`src/rtl/ac97_pkg.sv`:
```
// Shared definitions for the AC'97 register command scheduler: slot and TAG
// field positions, scheduler states and the power-up init ROM.
package ac97_pkg;

  localparam int SLOT_W       = 20;
  localparam int ADDR_W       = 7;
  localparam int DATA_W       = 16;

  localparam int SLOT_RW_BIT  = 19;
  localparam int SLOT_ADDR_HI = 18;
  localparam int SLOT_ADDR_LO = 12;
  localparam int SLOT_DATA_HI = 19;
  localparam int SLOT_DATA_LO = 4;

  localparam int TAG_READY    = 15;
  localparam int TAG_SLOT1    = 14;
  localparam int TAG_SLOT2    = 13;

  typedef enum logic [2:0] {
    ST_WAIT_READY,
    ST_INIT_WR,
    ST_IDLE,
    ST_WR_ISSUE,
    ST_RD_WAIT
  } state_t;

  typedef struct packed {
    logic [ADDR_W-1:0] addr;
    logic [DATA_W-1:0] data;
  } init_entry_t;

  localparam int INIT_LEN = 4;

  // Codec power-up writes: reset master/headphone volume, set PCM-out gain.
  function automatic init_entry_t init_rom(input logic [1:0] idx);
    init_entry_t e;
    case (idx)
      2'd0:    e = '{addr: 7'h02, data: 16'h0000};
      2'd1:    e = '{addr: 7'h04, data: 16'h0000};
      2'd2:    e = '{addr: 7'h18, data: 16'h0808};
      default: e = '{addr: 7'h1A, data: 16'h0000};
    endcase
    return e;
  endfunction

  function automatic logic [SLOT_W-1:0] addr_slot(input logic rd,
                                                  input logic [ADDR_W-1:0] addr);
    return {rd, addr, 12'h000};
  endfunction

  function automatic logic [SLOT_W-1:0] data_slot(input logic [DATA_W-1:0] data);
    return {data, 4'h0};
  endfunction

endpackage

```
`src/rtl/ac97_rr_arb.sv`:
```
// Two-way round-robin arbiter; the favoured requester flips away from the
// winner whenever a grant is taken (update asserted with a request present).
module ac97_rr_arb (
  input  logic       clk,
  input  logic       rst_n,
  input  logic [1:0] req,
  input  logic       update,
  output logic [1:0] grant,
  output logic       grant_id
);

  logic prio_reg;

  always_comb begin
    grant_id = 1'b0;
    if (req[0] && req[1]) begin
      grant_id = prio_reg;
    end else if (req[1]) begin
      grant_id = 1'b1;
    end
    grant = 2'b00;
    if (req != 2'b00) begin
      grant = grant_id ? 2'b10 : 2'b01;
    end
  end

  always_ff @(posedge clk or negedge rst_n) begin
    if (!rst_n) begin
      prio_reg <= 1'b0;
    end else if (update && (req != 2'b00)) begin
      prio_reg <= ~grant_id;
    end
  end

endmodule

```
`src/rtl/ac97_cmd_sched.sv`:
```
// AC'97 codec register command scheduler: runs the init writes after codec
// ready, then arbitrates two requesters onto slots 1/2 and matches read replies.
module ac97_cmd_sched
  import ac97_pkg::*;
#(
  parameter int TIMEOUT_FRAMES = 4
) (
  input  logic              ac97_bitclk,
  input  logic              ac97_reset_b,
  input  logic              ac97_strobe,
  input  logic [15:0]       ac97_in_tag,
  input  logic [SLOT_W-1:0] ac97_in_slot1,
  input  logic [SLOT_W-1:0] ac97_in_slot2,
  output logic [SLOT_W-1:0] ac97_out_slot1,
  output logic              ac97_out_slot1_valid,
  output logic [SLOT_W-1:0] ac97_out_slot2,
  output logic              ac97_out_slot2_valid,
  input  logic              cmd0_valid,
  output logic              cmd0_ready,
  input  logic              cmd0_write,
  input  logic [ADDR_W-1:0] cmd0_addr,
  input  logic [DATA_W-1:0] cmd0_data,
  input  logic              cmd1_valid,
  output logic              cmd1_ready,
  input  logic              cmd1_write,
  input  logic [ADDR_W-1:0] cmd1_addr,
  input  logic [DATA_W-1:0] cmd1_data,
  output logic              rsp_valid,
  output logic              rsp_id,
  output logic [DATA_W-1:0] rsp_data,
  output logic              rsp_timeout,
  output logic              init_done
);

  state_t            state_reg, state_next;
  logic [2:0]        init_idx_reg, init_idx_next;
  logic [3:0]        frame_cnt_reg, frame_cnt_next;
  logic [ADDR_W-1:0] rd_addr_reg, rd_addr_next;
  logic              cur_id_reg, cur_id_next;
  logic [SLOT_W-1:0] slot1_reg, slot1_next;
  logic [SLOT_W-1:0] slot2_reg, slot2_next;
  logic              slot1_valid_reg, slot1_valid_next;
  logic              slot2_valid_reg, slot2_valid_next;
  logic              rsp_valid_reg, rsp_valid_next;
  logic              rsp_id_reg, rsp_id_next;
  logic [DATA_W-1:0] rsp_data_reg, rsp_data_next;
  logic              rsp_timeout_reg, rsp_timeout_next;
  logic              init_done_reg, init_done_next;

  logic [1:0]        grant;
  logic              grant_id;
  logic              arb_update;
  logic              sel_write;
  logic [ADDR_W-1:0] sel_addr;
  logic [DATA_W-1:0] sel_data;
  logic              rd_match;
  init_entry_t       rom_entry;

  logic              unused_in_bits;
  assign unused_in_bits = ^{ac97_in_tag[12:0], ac97_in_slot1[19], ac97_in_slot1[11:0],
                            ac97_in_slot2[3:0]};

  // Grants are only taken on the IDLE strobe; the arbiter advances with them.
  assign arb_update = ac97_strobe && (state_reg == ST_IDLE);

  ac97_rr_arb u_arb (
    .clk      (ac97_bitclk),
    .rst_n    (ac97_reset_b),
    .req      ({cmd1_valid, cmd0_valid}),
    .update   (arb_update),
    .grant    (grant),
    .grant_id (grant_id)
  );

  assign cmd0_ready = arb_update && grant[0];
  assign cmd1_ready = arb_update && grant[1];

  assign sel_write = grant_id ? cmd1_write : cmd0_write;
  assign sel_addr  = grant_id ? cmd1_addr  : cmd0_addr;
  assign sel_data  = grant_id ? cmd1_data  : cmd0_data;

  assign rd_match = ac97_in_tag[TAG_SLOT1] &&
                    (ac97_in_slot1[SLOT_ADDR_HI:SLOT_ADDR_LO] == rd_addr_reg);

  always_comb begin
    state_next       = state_reg;
    init_idx_next    = init_idx_reg;
    frame_cnt_next   = frame_cnt_reg;
    rd_addr_next     = rd_addr_reg;
    cur_id_next      = cur_id_reg;
    slot1_next       = slot1_reg;
    slot2_next       = slot2_reg;
    slot1_valid_next = slot1_valid_reg;
    slot2_valid_next = slot2_valid_reg;
    rsp_valid_next   = 1'b0;
    rsp_id_next      = rsp_id_reg;
    rsp_data_next    = rsp_data_reg;
    rsp_timeout_next = rsp_timeout_reg;
    init_done_next   = init_done_reg;
    rom_entry        = init_rom(init_idx_reg[1:0]);

    if (ac97_strobe) begin
      case (state_reg)
        ST_WAIT_READY: begin
          if (ac97_in_tag[TAG_READY]) begin
            state_next    = ST_INIT_WR;
            init_idx_next = 3'd0;
          end
        end

        ST_INIT_WR: begin
          if (init_idx_reg == 3'(INIT_LEN)) begin
            slot1_next       = '0;
            slot2_next       = '0;
            slot1_valid_next = 1'b0;
            slot2_valid_next = 1'b0;
            init_done_next   = 1'b1;
            state_next       = ST_IDLE;
          end else begin
            slot1_next       = addr_slot(1'b0, rom_entry.addr);
            slot2_next       = data_slot(rom_entry.data);
            slot1_valid_next = 1'b1;
            slot2_valid_next = 1'b1;
            init_idx_next    = init_idx_reg + 3'd1;
          end
        end

        ST_IDLE: begin
          if (cmd0_valid || cmd1_valid) begin
            cur_id_next      = grant_id;
            slot1_valid_next = 1'b1;
            if (sel_write) begin
              slot1_next       = addr_slot(1'b0, sel_addr);
              slot2_next       = data_slot(sel_data);
              slot2_valid_next = 1'b1;
              state_next       = ST_WR_ISSUE;
            end else begin
              slot1_next       = addr_slot(1'b1, sel_addr);
              slot2_next       = '0;
              slot2_valid_next = 1'b0;
              rd_addr_next     = sel_addr;
              frame_cnt_next   = 4'd0;
              state_next       = ST_RD_WAIT;
            end
          end
        end

        ST_WR_ISSUE: begin
          slot1_next       = '0;
          slot2_next       = '0;
          slot1_valid_next = 1'b0;
          slot2_valid_next = 1'b0;
          rsp_valid_next   = 1'b1;
          rsp_id_next      = cur_id_reg;
          rsp_data_next    = '0;
          rsp_timeout_next = 1'b0;
          state_next       = ST_IDLE;
        end

        ST_RD_WAIT: begin
          slot1_next       = '0;
          slot2_next       = '0;
          slot1_valid_next = 1'b0;
          slot2_valid_next = 1'b0;
          // A match on the final frame still wins over the timeout.
          if (rd_match) begin
            rsp_valid_next   = 1'b1;
            rsp_id_next      = cur_id_reg;
            rsp_data_next    = ac97_in_slot2[SLOT_DATA_HI:SLOT_DATA_LO];
            rsp_timeout_next = 1'b0;
            state_next       = ST_IDLE;
          end else if (frame_cnt_reg == 4'(TIMEOUT_FRAMES - 1)) begin
            rsp_valid_next   = 1'b1;
            rsp_id_next      = cur_id_reg;
            rsp_data_next    = 16'hFFFF;
            rsp_timeout_next = 1'b1;
            state_next       = ST_IDLE;
          end else begin
            frame_cnt_next = frame_cnt_reg + 4'd1;
          end
        end

        default: state_next = ST_WAIT_READY;
      endcase
    end
  end

  always_ff @(posedge ac97_bitclk or negedge ac97_reset_b) begin
    if (!ac97_reset_b) begin
      state_reg       <= ST_WAIT_READY;
      init_idx_reg    <= '0;
      frame_cnt_reg   <= '0;
      rd_addr_reg     <= '0;
      cur_id_reg      <= 1'b0;
      slot1_reg       <= '0;
      slot2_reg       <= '0;
      slot1_valid_reg <= 1'b0;
      slot2_valid_reg <= 1'b0;
      rsp_valid_reg   <= 1'b0;
      rsp_id_reg      <= 1'b0;
      rsp_data_reg    <= '0;
      rsp_timeout_reg <= 1'b0;
      init_done_reg   <= 1'b0;
    end else begin
      state_reg       <= state_next;
      init_idx_reg    <= init_idx_next;
      frame_cnt_reg   <= frame_cnt_next;
      rd_addr_reg     <= rd_addr_next;
      cur_id_reg      <= cur_id_next;
      slot1_reg       <= slot1_next;
      slot2_reg       <= slot2_next;
      slot1_valid_reg <= slot1_valid_next;
      slot2_valid_reg <= slot2_valid_next;
      rsp_valid_reg   <= rsp_valid_next;
      rsp_id_reg      <= rsp_id_next;
      rsp_data_reg    <= rsp_data_next;
      rsp_timeout_reg <= rsp_timeout_next;
      init_done_reg   <= init_done_next;
    end
  end

  assign ac97_out_slot1       = slot1_reg;
  assign ac97_out_slot2       = slot2_reg;
  assign ac97_out_slot1_valid = slot1_valid_reg;
  assign ac97_out_slot2_valid = slot2_valid_reg;
  assign rsp_valid            = rsp_valid_reg;
  assign rsp_id               = rsp_id_reg;
  assign rsp_data             = rsp_data_reg;
  assign rsp_timeout          = rsp_timeout_reg;
  assign init_done            = init_done_reg;

endmodule

```
`config.mk`:
```
export PLATFORM = sky130hd
export DESIGN_NAME = ac97_cmd_sched
export DESIGN_NICKNAME = d
export VERILOG_FILES = /design/src/rtl/ac97_pkg.sv /design/src/rtl/ac97_rr_arb.sv /design/src/rtl/ac97_cmd_sched.sv
export SDC_FILE = /design/constraint.sdc
export NUM_CORES = 1
export LEC_CHECK = 0
export CAP_MARGIN = 30
export CORE_ASPECT_RATIO = 0.7
export CORE_MARGIN = 2
export CORE_UTILIZATION = 35
export DETAILED_ROUTE_END_ITERATION = 6
export GPL_TIMING_DRIVEN = 0
export PLACE_DENSITY = 0.72
export SLEW_MARGIN = 20
export SYNTH_ARGS = -nofsm -noshare
export SYNTH_HDL_FRONTEND = slang
export SYNTH_SLANG_ARGS = --single-unit
```
`constraint.sdc`:
```
create_clock -name ac97_bitclk -period 3.5 [get_ports ac97_bitclk]
set_input_delay 0.7 -clock ac97_bitclk [delete_from_list [all_inputs] [get_ports ac97_bitclk]]
set_output_delay 0.7 -clock ac97_bitclk [all_outputs]
set_load 0.005 [all_outputs]
```
=== Word level (Yosys, flattened, before mapping) ===
Cells that the tools add are included.
W data, S select, Z words.

* $add $sub $neg: 2
* Eq/ne operators: 17
* Multiplexer cells: 50
* Bitwise logic cells: 2
* Reduce and logical (&&, ||, !) cells: 23

{| class="wikitable"
|+ Operators with widths
! kind !! number
|-
| $pmux W20 S3 || 2
|-
| $mux W20 || 5
|-
| $pmux W21 S3 || 1
|-
| $mux W16 || 3
|-
| $pmux W16 S2 || 1
|-
| $mux W3 || 8
|-
| $mux W19 || 1
|-
| $mux W4 || 4
|-
| $pmux W3 S5 || 1
|-
| $mux W1 || 14
|-
| $ne A2 B2 Y1 const B || 6
|-
| $reduce_and A3 Y1 || 4
|-
| $pmux W4 S2 || 1
|-
| $reduce_and A4 Y1 || 2
|-
| $reduce_bool A2 Y1 || 4
|-
| $eq A7 B7 Y1 || 1
|-
| $mux W7 || 1
|-
| $eq A3 B2 Y1 const B || 2
|-
| $eq A3 B3 Y1 const B || 2
|-
| $logic_and A1 B1 Y1 || 6
|-
| $pmux W1 S2 || 3
|-
| $pmux W1 S3 || 2
|-
| $pmux W3 S2 || 1
|-
| $reduce_and A6 Y1 || 1
|-
| 16 further kinds || 18
|}

* Register bits: 81
* Input port bits: 109
* Output and inout port bits: 64
* Word-level logic and storage cells: 109

=== Depth between registers and ports, before layout ===
Gate-level depths: netlist (run 1).

* Word-level depth: 6
* Depth in mapped cells: 8
* Depth with buffers taken out: 7

=== Hierarchy ===
From an unflattened synthesis (run 1), not the netlist that was laid out.

* Cells, all modules: 334
* Area total of the unflattened synthesis: 3,368.2 um^2

{| class="wikitable"
|+ Modules (own cells, without submodules)
! module !! times used !! cells an instance !! area each (um^2) !! sequential area each (um^2)
|-
| ac97_cmd_sched || 1 || 327 || 3,305.7 || 1,601.5
|-
| ac97_rr_arb || 1 || 7 || 62.6 || 25.0
|}

=== Worst setup path before layout (run 1) ===
Ideal clock, no wire load.

* Path type: input to output
* From: input port cmd1_valid
* To: output port cmd1_ready
* Arrival: 1,547 ps
* Slack: 1,253 ps
* Stages on the path: 4
* Buffers on the path: 2
* Cells stage by stage: clkbuf_1 > nand2_1 > buf_2 > nor2_1

* Longest elaborated chain between the ends: 5
* Elaborated cells between the ends (all ways): 7

{| class="wikitable"
|+ RTL lines
! item !! line !! RTL
|-
| start: declaration || ac97_cmd_sched.sv:23 || <nowiki>input logic cmd1_valid,</nowiki>
|-
| $mux W1 or $logic_and A1 B1 Y1 (tied branches) || ac97_rr_arb.sv:18, ac97_rr_arb.sv:16 ||
|-
| $mux W1 || ac97_rr_arb.sv:16 || <nowiki>if (req[0] && req[1]) begin</nowiki>
|-
| $mux W2 || ac97_rr_arb.sv:23 || <nowiki>grant = grant_id ? 2'b10 : 2'b01;</nowiki>
|-
| $mux W2 * || ac97_rr_arb.sv:22 || <nowiki>if (req != 2'b00) begin</nowiki>
|-
| $logic_and A1 B1 Y1 * || ac97_cmd_sched.sv:76 || <nowiki>assign cmd1_ready = arb_update && grant[1];</nowiki>
|-
| end: declaration || ac97_cmd_sched.sv:24 || <nowiki>output logic cmd1_ready,</nowiki>
|}

Mark *: on every way between the ends. The rest lies on a longest branch, timed or not.

=== Worst setup path after layout (run 1) ===
* From: input port cmd0_valid
* To: output port cmd1_ready

* Longest elaborated chain between the ends: 5
* Elaborated cells between the ends (all ways): 6

{| class="wikitable"
|+ RTL lines
! item !! line !! RTL
|-
| start: declaration || ac97_cmd_sched.sv:18 || <nowiki>input logic cmd0_valid,</nowiki>
|-
| $logic_and A1 B1 Y1 || ac97_rr_arb.sv:16 ||
|-
| $mux W1 || ac97_rr_arb.sv:16 ||
|-
| $mux W2 || ac97_rr_arb.sv:23 ||
|-
| $mux W2 * || ac97_rr_arb.sv:22 ||
|-
| $logic_and A1 B1 Y1 * || ac97_cmd_sched.sv:76 ||
|}

Marked as above.

==> metrics.md, run 1 <==
| Metric | Value |
|---|---|
| Status | completed |
| Placed Cells | 588 |
| Slew headroom | 55.97% |
| Post-synthesis sequential area ratio | 48.54% |
| ANT cells | 0 |
| Crit path to | cmd1_ready |
| Worst-path clk slew | 60 ps |
| Leakage | 2.331 nW |
| Synth warn | 0 |
| Clk Tree Root Cell | clkbuf_16 |
| CTS max path bufs | 2 |
| Total number of vias | 2961 |
| Hold Vio Cnt, Final | 0 |
| Initial core utilization | 36.50% |
| Setup ws final | 178.9 ps |
| Initial antenna violation count | 0 |
| Core ar. | 0.009180 mm2 |
| Measured slew at the worst slew-check pin | 659.1 ps |
| RSZ-0062 raised after global routing | no |
| Drt drc | 0 |
| GRT busiest layer | met2 |
| Netlist cell types | 53 |
| Initial drt markers | 115 |
| FF-to-FF path depth | 8 |
| Post-Syn Area | 0.003351 mm2 |
| Critical path type | in2out |
| Layout cells sized above 1 | 12.08% |
| M3 GR Usage | 6.250% |
| GPL Wtd Cong | 0.8290 |
| DRT antenna net count | 0 |
| Clock Skews | 5.869 ps |
| Reg2Reg Capture Point | ac97_out_slot1[18] |
| Via density | 4.902 |
| Ys flop type | dfrtp_1 |
| Die height | 85.86 um |
| Setup TNS | 0 ps |
| GR Util All Layers | 17.73% |
| PD cells | 684.9 mW/mm2 |
| Pwr Total | 3.517 mW |
| Number of enable flip-flop cells after synthesis | 0 |
| Met1 Usage GRT | 23.44% |
| Drt first pass iters | 4 |
| Slew Limit Fails | 0 |
| Startpoint Class | input port |
| Setup Buffers After CTS | 0 |
| H-tree depth | 3 |
| Async set or reset register ratio after synthesis | 100.0% |
| Post-Syn Area per Cell | 10.34 um2 |
| Gate Count Post-Synth | 324 |
| Largest net degree at the start of global routing | 49 |
| CTS tree | done |
| Maximum VDD drop | 325.2 uV |
| Num CTS Buffers | 9 |
| First-pass GRT wire length | 14590 um |
| Max-Cap Viols | 0 |
| Crit path required time | 2800 ps |
| Crit. End Element | primary output |
| Final std cells w/o fill | 604 |
| Met2 global-route usage | 28.04% |
| R2r setup slk | 1330 ps |
| Min-delay worst type | in2async |
| Peak Freq | 301.1 MHz |
| P&R area growth vs syn | 53.25% |
| Die Wd | 120.9 um |
| Total grt overflow | 0 |
| Worst-path fanout max | 10 |
| Die ar. | 0.01038 mm2 |
| Routed len/inst | 14.66 um |
| Nets | 589 |
| Wirelength, routed | 8855 um |
| Final setup violation count | 0 |
| Reg-to-Reg Start | state_reg[1] |
| Tmin final | 3321 ps |
| Crit share post-route | 94.89% |
| CTS sink count | 65 |
| Worst Setup SP | cmd0_valid |
| Clk_lat worst skew | 330 ps |
| Post-Place Worst Slack | 122.2 ps |
| IO buf count | 124 |
| # IOs | 173 |
| DP Wirelength | 6879 um |
| Standard-cell rows | 29 |
| CP arrival | 2620 ps |
| Vias in the first global route | 3004 |
| Synth Register Bits | 65 |
[area by class of cell]
| cell class | count | area, um2 |
|---|---|---|
| timing repair buffer | 125 | 1266 |
| multi-input combinational | 229 | 1525 |
| buffer | 35 | 219.0 |
| tap | 124 | 155.1 |
| clock buffer | 10 | 239.0 |
| clock inverter | 6 | 66.31 |
| inverter | 10 | 37.54 |
| fill | 824 | 4045 |
| sequential | 65 | 1627 |
[through the flow]
| step | utilization (%) | instance area [um2] | hold WS, ps |
|---|---|---|---|
| floorplan | - | 3407 | 404.4 |
| global placement | 52.32 | 4803 | 456.0 |
| detailed placement | 52.60 | 4828 | 459.5 |
| CTS | 55.92 | 5134 | 244.3 |
| global route | 55.94 | 5135 | 240.9 |
| finish | 55.94 | 5135 | 243.4 |
[layout by cell type (no fill, tap or decap), types with 2 or more instances in the layout]
cell type          n
mux2i_1           23
a21oi_1            3
mux2_2             3
nand2_1           43
xor2_1             6
a21o_1             2
and2_1             3
conb_1            16
buf_4             17
inv_1             10
o21ai_1            2
clkbuf_1           7
nor2_1             8
buf_6              2
a221o_1           16
o22a_1             3
nand2b_1           2
o31ai_1            4
and3_1             2
dfrtp_1           65
nor2b_1            2
a211oi_1           4
a311o_1            4
ha_1               5
a21boi_0           2
nand3_1           13
clkbuf_16          9
nor3_1             5
clkinvlp_4         3
buf_2              8
clkbuf_2           2
o21ai_0           33
clkdlybuf4s50_1  123
a2bb2oi_1          3
[per-layer routing]
layer | share of wire, % | vias to the layer above
li1 | - | 1452
met1 | 46 | 1407
met2 | 46 | 95
met3 | 6.7 | 7
met4 | 0.88 | 0
met5 | 0 | -
[timing repair]
item,in CTS,in global routing
hold endpoints to repair,0,0
endpoints found under the setup margin,0,1
hold buffers,0,0
gates resized for setup,0,2
[cells by family after synthesis]
group / Yosys count / share of synthesized area, %
muxes: 26 / 7.879
DFF: 65 / 48.54
xor gates and xnor gates: 7 / 1.830
and+or+nand+nor: 89 / 13.14
adders and majority gates: 5 / 1.867
AOI/OAI and AO/OA: 86 / 19.01
buffers and inverters: 45 / 7.618
other: 1 / 0.1119
[report_power, final]
| part | internal, mW | switching [mW] |
|---|---|---|
| registers | 1.03 | 0.173 |
| clock network | 0.571 | 0.330 |
| logic | 0.783 | 0.629 |
[synthesized netlist by cell type, types with 4 or more instances]
master | n | area [um2]
o31ai_1 | 4 | 30.03
dfrtp_1 | 65 | 1627
buf_2 | 8 | 40.04
xor2_1 | 6 | 52.55
a311o_1 | 4 | 40.04
inv_1 | 10 | 37.54
clkbuf_1 | 8 | 30.03
ha_1 | 5 | 62.56
o21ai_0 | 33 | 165.2
nor2_1 | 8 | 30.03
buf_4 | 16 | 120.1
mux2i_1 | 23 | 230.2
a211oi_1 | 4 | 30.03
nor3_1 | 5 | 25.02
nand2_1 | 43 | 161.4
a221o_1 | 16 | 160.2
nand3_1 | 13 | 65.06
[worst max-delay path: stages]
cell	delay (ps)
clkdlybuf4s50_1	550
nand2b_1	150
nand2_1	270
buf_2	360
nor2_1	110
clkdlybuf4s50_1	470
[worst min path at each step]
stage                                 to  cells past startpoint    startpoint
floorplan             ac97_out_slot1[12]                      0  ac97_reset_b
global placement               init_done                      1     init_done
detailed placement             init_done                      1     init_done
CTS                 ac97_out_slot2_valid                      1  ac97_reset_b
global route        ac97_out_slot2_valid                      1  ac97_reset_b
finish                 ac97_out_slot2[6]                      1  ac97_reset_b
No activity file was read; power rests on OpenSTA's default activity.
==> run 2, diff against run 1 <==
==> constraint.sdc (replaced) <==
create_clock -name ac97_bitclk -period 3.5 [get_ports ac97_bitclk]
set_input_delay 0.35 -clock ac97_bitclk [delete_from_list [all_inputs] [get_ports ac97_bitclk]]
set_output_delay 0.35 -clock ac97_bitclk [all_outputs]
set_load 0.005 [all_outputs]
==> metrics.md, run 2 (same netlist as run 1, synthesis figures left out) <==
| Metric | Value |
|---|---|
| Status | completed |
| CTS sink count | 65 |
| # IOs | 173 |
| P&R area growth vs syn | 53.51% |
| Num CTS Buffers | 9 |
| Initial drt markers | 143 |
| M3 GR Usage | 6.250% |
| Clock Skews | 5.848 ps |
| Worst path buffer plus inverter count | 3 |
| Nets | 590 |
| R2r setup slk | 1330 ps |
| Initial antenna violation count | 0 |
| Wirelength, routed | 8877 um |
| CP arrival | 2350 ps |
| GR Util All Layers | 17.77% |
| CP most frequent cell | clkdlybuf4s50_1 |
| Layout cells sized above 1 | 11.85% |
| CP Depth | 5 |
| Initial core utilization | 36.50% |
| Sequential share of power | 34.2% |
| Critical path type | in2out |
| Setup Buffers After CTS | 0 |
| Slew headroom | 55.79% |
| GRT busiest layer | met2 |
| Vias in the first global route | 3010 |
| CTS tree | done |
| Fillers | 824 |
| Reg-to-Reg Start | state_reg[2] |
| Clk_lat worst skew | 330 ps |
| GPL Wtd Cong | 0.8290 |
| Drt drc | 0 |
| Max-Cap Viols | 0 |
| Final std cells w/o fill | 605 |
| DRT antenna net count | 0 |
| Reg2Reg Capture Point | rsp_data[12] |
| Final setup violation count | 0 |
| Die height | 85.86 um |
| Switch Pwr | 1.133 mW |
| Combinational power share | 40.1% |
| Die ar. | 0.01038 mm2 |
| Min-delay worst type | in2reg |
| Met1 Usage GRT | 23.48% |
| Crit path max-delay family | buffers and inverters |
| IO buf count | 124 |
| Worst-path fanout max | 10 |
| Slew Limit Fails | 0 |
| Crit path required time | 3150 ps |
| Placed Cells | 588 |
| Critical path cell sequence | clkdlybuf4s50_1 -> clkbuf_1 -> nand3_1 -> nor2_1 -> clkdlybuf4s50_1 |
| Met2 global-route usage | 28.14% |
| P_int | 2.386 mW |
| Clk Tree Root Cell | clkbuf_16 |
| Hold Vio Cnt, Final | 0 |
| Largest net degree at the start of global routing | 49 |
| Peak Freq | 370.1 MHz |
| Clock power frac | 25.6% |
| DP Wirelength | 6879 um |
| Worst Setup SP | ac97_strobe |
| Standard-cell rows | 29 |
| Maximum VDD drop | 325.8 uV |
| Measured slew at the worst slew-check pin | 661.7 ps |
| Setup TNS | 0 ps |
| FF-to-FF path depth | 6 |
| RSZ-0062 raised after global routing | no |
| Via density | 4.893 |
| ANT cells | 0 |
| CTS max path bufs | 2 |
| Crit share post-route | 77.20% |
| Crit path largest cell delay | 640 ps |
| Drt first pass iters | 4 |
| Total grt overflow | 0 |
| Crit. End Element | primary output |
| Tmin final | 2702 ps |
| Sw Share | 32.19% |
| Core ar. | 0.009180 mm2 |
| Crit path to | cmd1_ready |
| Total number of vias | 2960 |
| Commonest cells after routing, fill and taps aside | clkdlybuf4s50_1 (123), dfrtp_1 (65), nand2_1 (43) |
| Routed len/inst | 14.67 um |
| Commonest non-fill, non-tap cell in the layout | clkdlybuf4s50_1 |
| H-tree depth | 3 |
| PD cells | 684.1 mW/mm2 |
| First-pass GRT wire length | 14620 um |
| Leakage | 2.332 nW |
| Hold-fix buffers, CTS | 1 |
| Post-CTS resize count | 0 |
| Startpoint Class | input port |
| Worst-path clk slew | 50 ps |
| Crit path max-delay cell type | clkdlybuf4s50_1 |
| Die Wd | 120.9 um |
run 2: layer usage:
layer | wire length [um] | part of all wire [%]
met4 | 78 | 0.88
met3 | 532 | 6.0
met1 | 4161 | 47
met2 | 4104 | 46
met5 | 0 | 0
run 2: area by class of cell:
| type | instances | area, um2 | area share (%) |
|---|---|---|---|
| flip-flops and latches | 65 | 1627 | 31.62 |
| multi-input cells | 229 | 1525 | 29.65 |
| repair buffers | 126 | 1276 | 24.81 |
| clock buffers | 10 | 239.0 | 4.646 |
| plain buffers | 35 | 217.7 | 4.233 |
| well taps | 124 | 155.1 | 3.016 |
| clock inverters | 6 | 66.31 | 1.289 |
| inverters | 10 | 37.54 | 0.7297 |
run 2: worst min-delay path, cell delays in order:
cell and delay (ps):
clkbuf_1 170, nand2_1 100, o2bb2ai_1 100
run 2: worst min path at each step:
stage	start	to	slack [ps]	cells after the start
detailed placement	ac97_reset_b	ac97_out_slot2_valid	250	1
finish	cmd1_valid	u_arb.prio_reg	430	3
floorplan	ac97_reset_b	ac97_out_slot1[12]	50	0
CTS	cmd1_valid	u_arb.prio_reg	420	3
global route	ac97_reset_b	ac97_out_slot2_valid	470	2
global placement	init_done	init_done	460	1
run 2: power groups by stage:
| stage | Clock (mW) | Combinational [mW] | Sequential (mW) |
|---|---|---|---|
| 2_1_floorplan | 0 | 0.737 | 1.20 |
| 3_3_place_gp | 0 | 1.38 | 1.20 |
| 3_5_place_dp | 0 | 1.42 | 1.21 |
| 4_1_cts | 0.919 | 1.42 | 1.21 |
| 5_1_grt | 0.968 | 1.56 | 1.24 |
| 6_report | 0.902 | 1.41 | 1.20 |
run 2: metrics by stage:
| step | instance area (um2) | setup WS, ps | power [mW] | util, % | hold slack, ps |
|---|---|---|---|---|---|
| 2_1_floorplan | 3407 | 1618 | 1.938 | - | 54.41 |
| 3_3_place_gp | 4803 | -105.8 | 2.586 | 52.32 | 456.0 |
| 3_5_place_dp | 4828 | 822.2 | 2.632 | 52.60 | 246.7 |
| 4_1_cts | 5144 | 814.4 | 3.551 | 56.03 | 418.2 |
| 5_1_grt | 5144 | 648.1 | 3.777 | 56.03 | 465.8 |
| 6_report | 5144 | 797.9 | 3.519 | 56.03 | 431.9 |
==> run 3, diff against run 2 <==
==> constraint.sdc (replaced) <==
create_clock -name ac97_bitclk -period 2.7 [get_ports ac97_bitclk]
set_input_delay 0.27 -clock ac97_bitclk [delete_from_list [all_inputs] [get_ports ac97_bitclk]]
set_output_delay 0.27 -clock ac97_bitclk [all_outputs]
set_load 0.005 [all_outputs]
==> results of run 3 <==
Same layout as run 2 (identical final DEF). Status: completed.
Main changes from that run: setup slack after placement 822.2 ps -> 182.2 ps; setup slack after layout 797.9 ps -> 157.9 ps; hold slack 431.9 ps -> 351.9 ps; register-to-register setup slack 1330 ps -> 530 ps; total power 3.519 mW -> 4.561 mW; worst IR drop on VDD 325.8 uV -> 422.3 uV
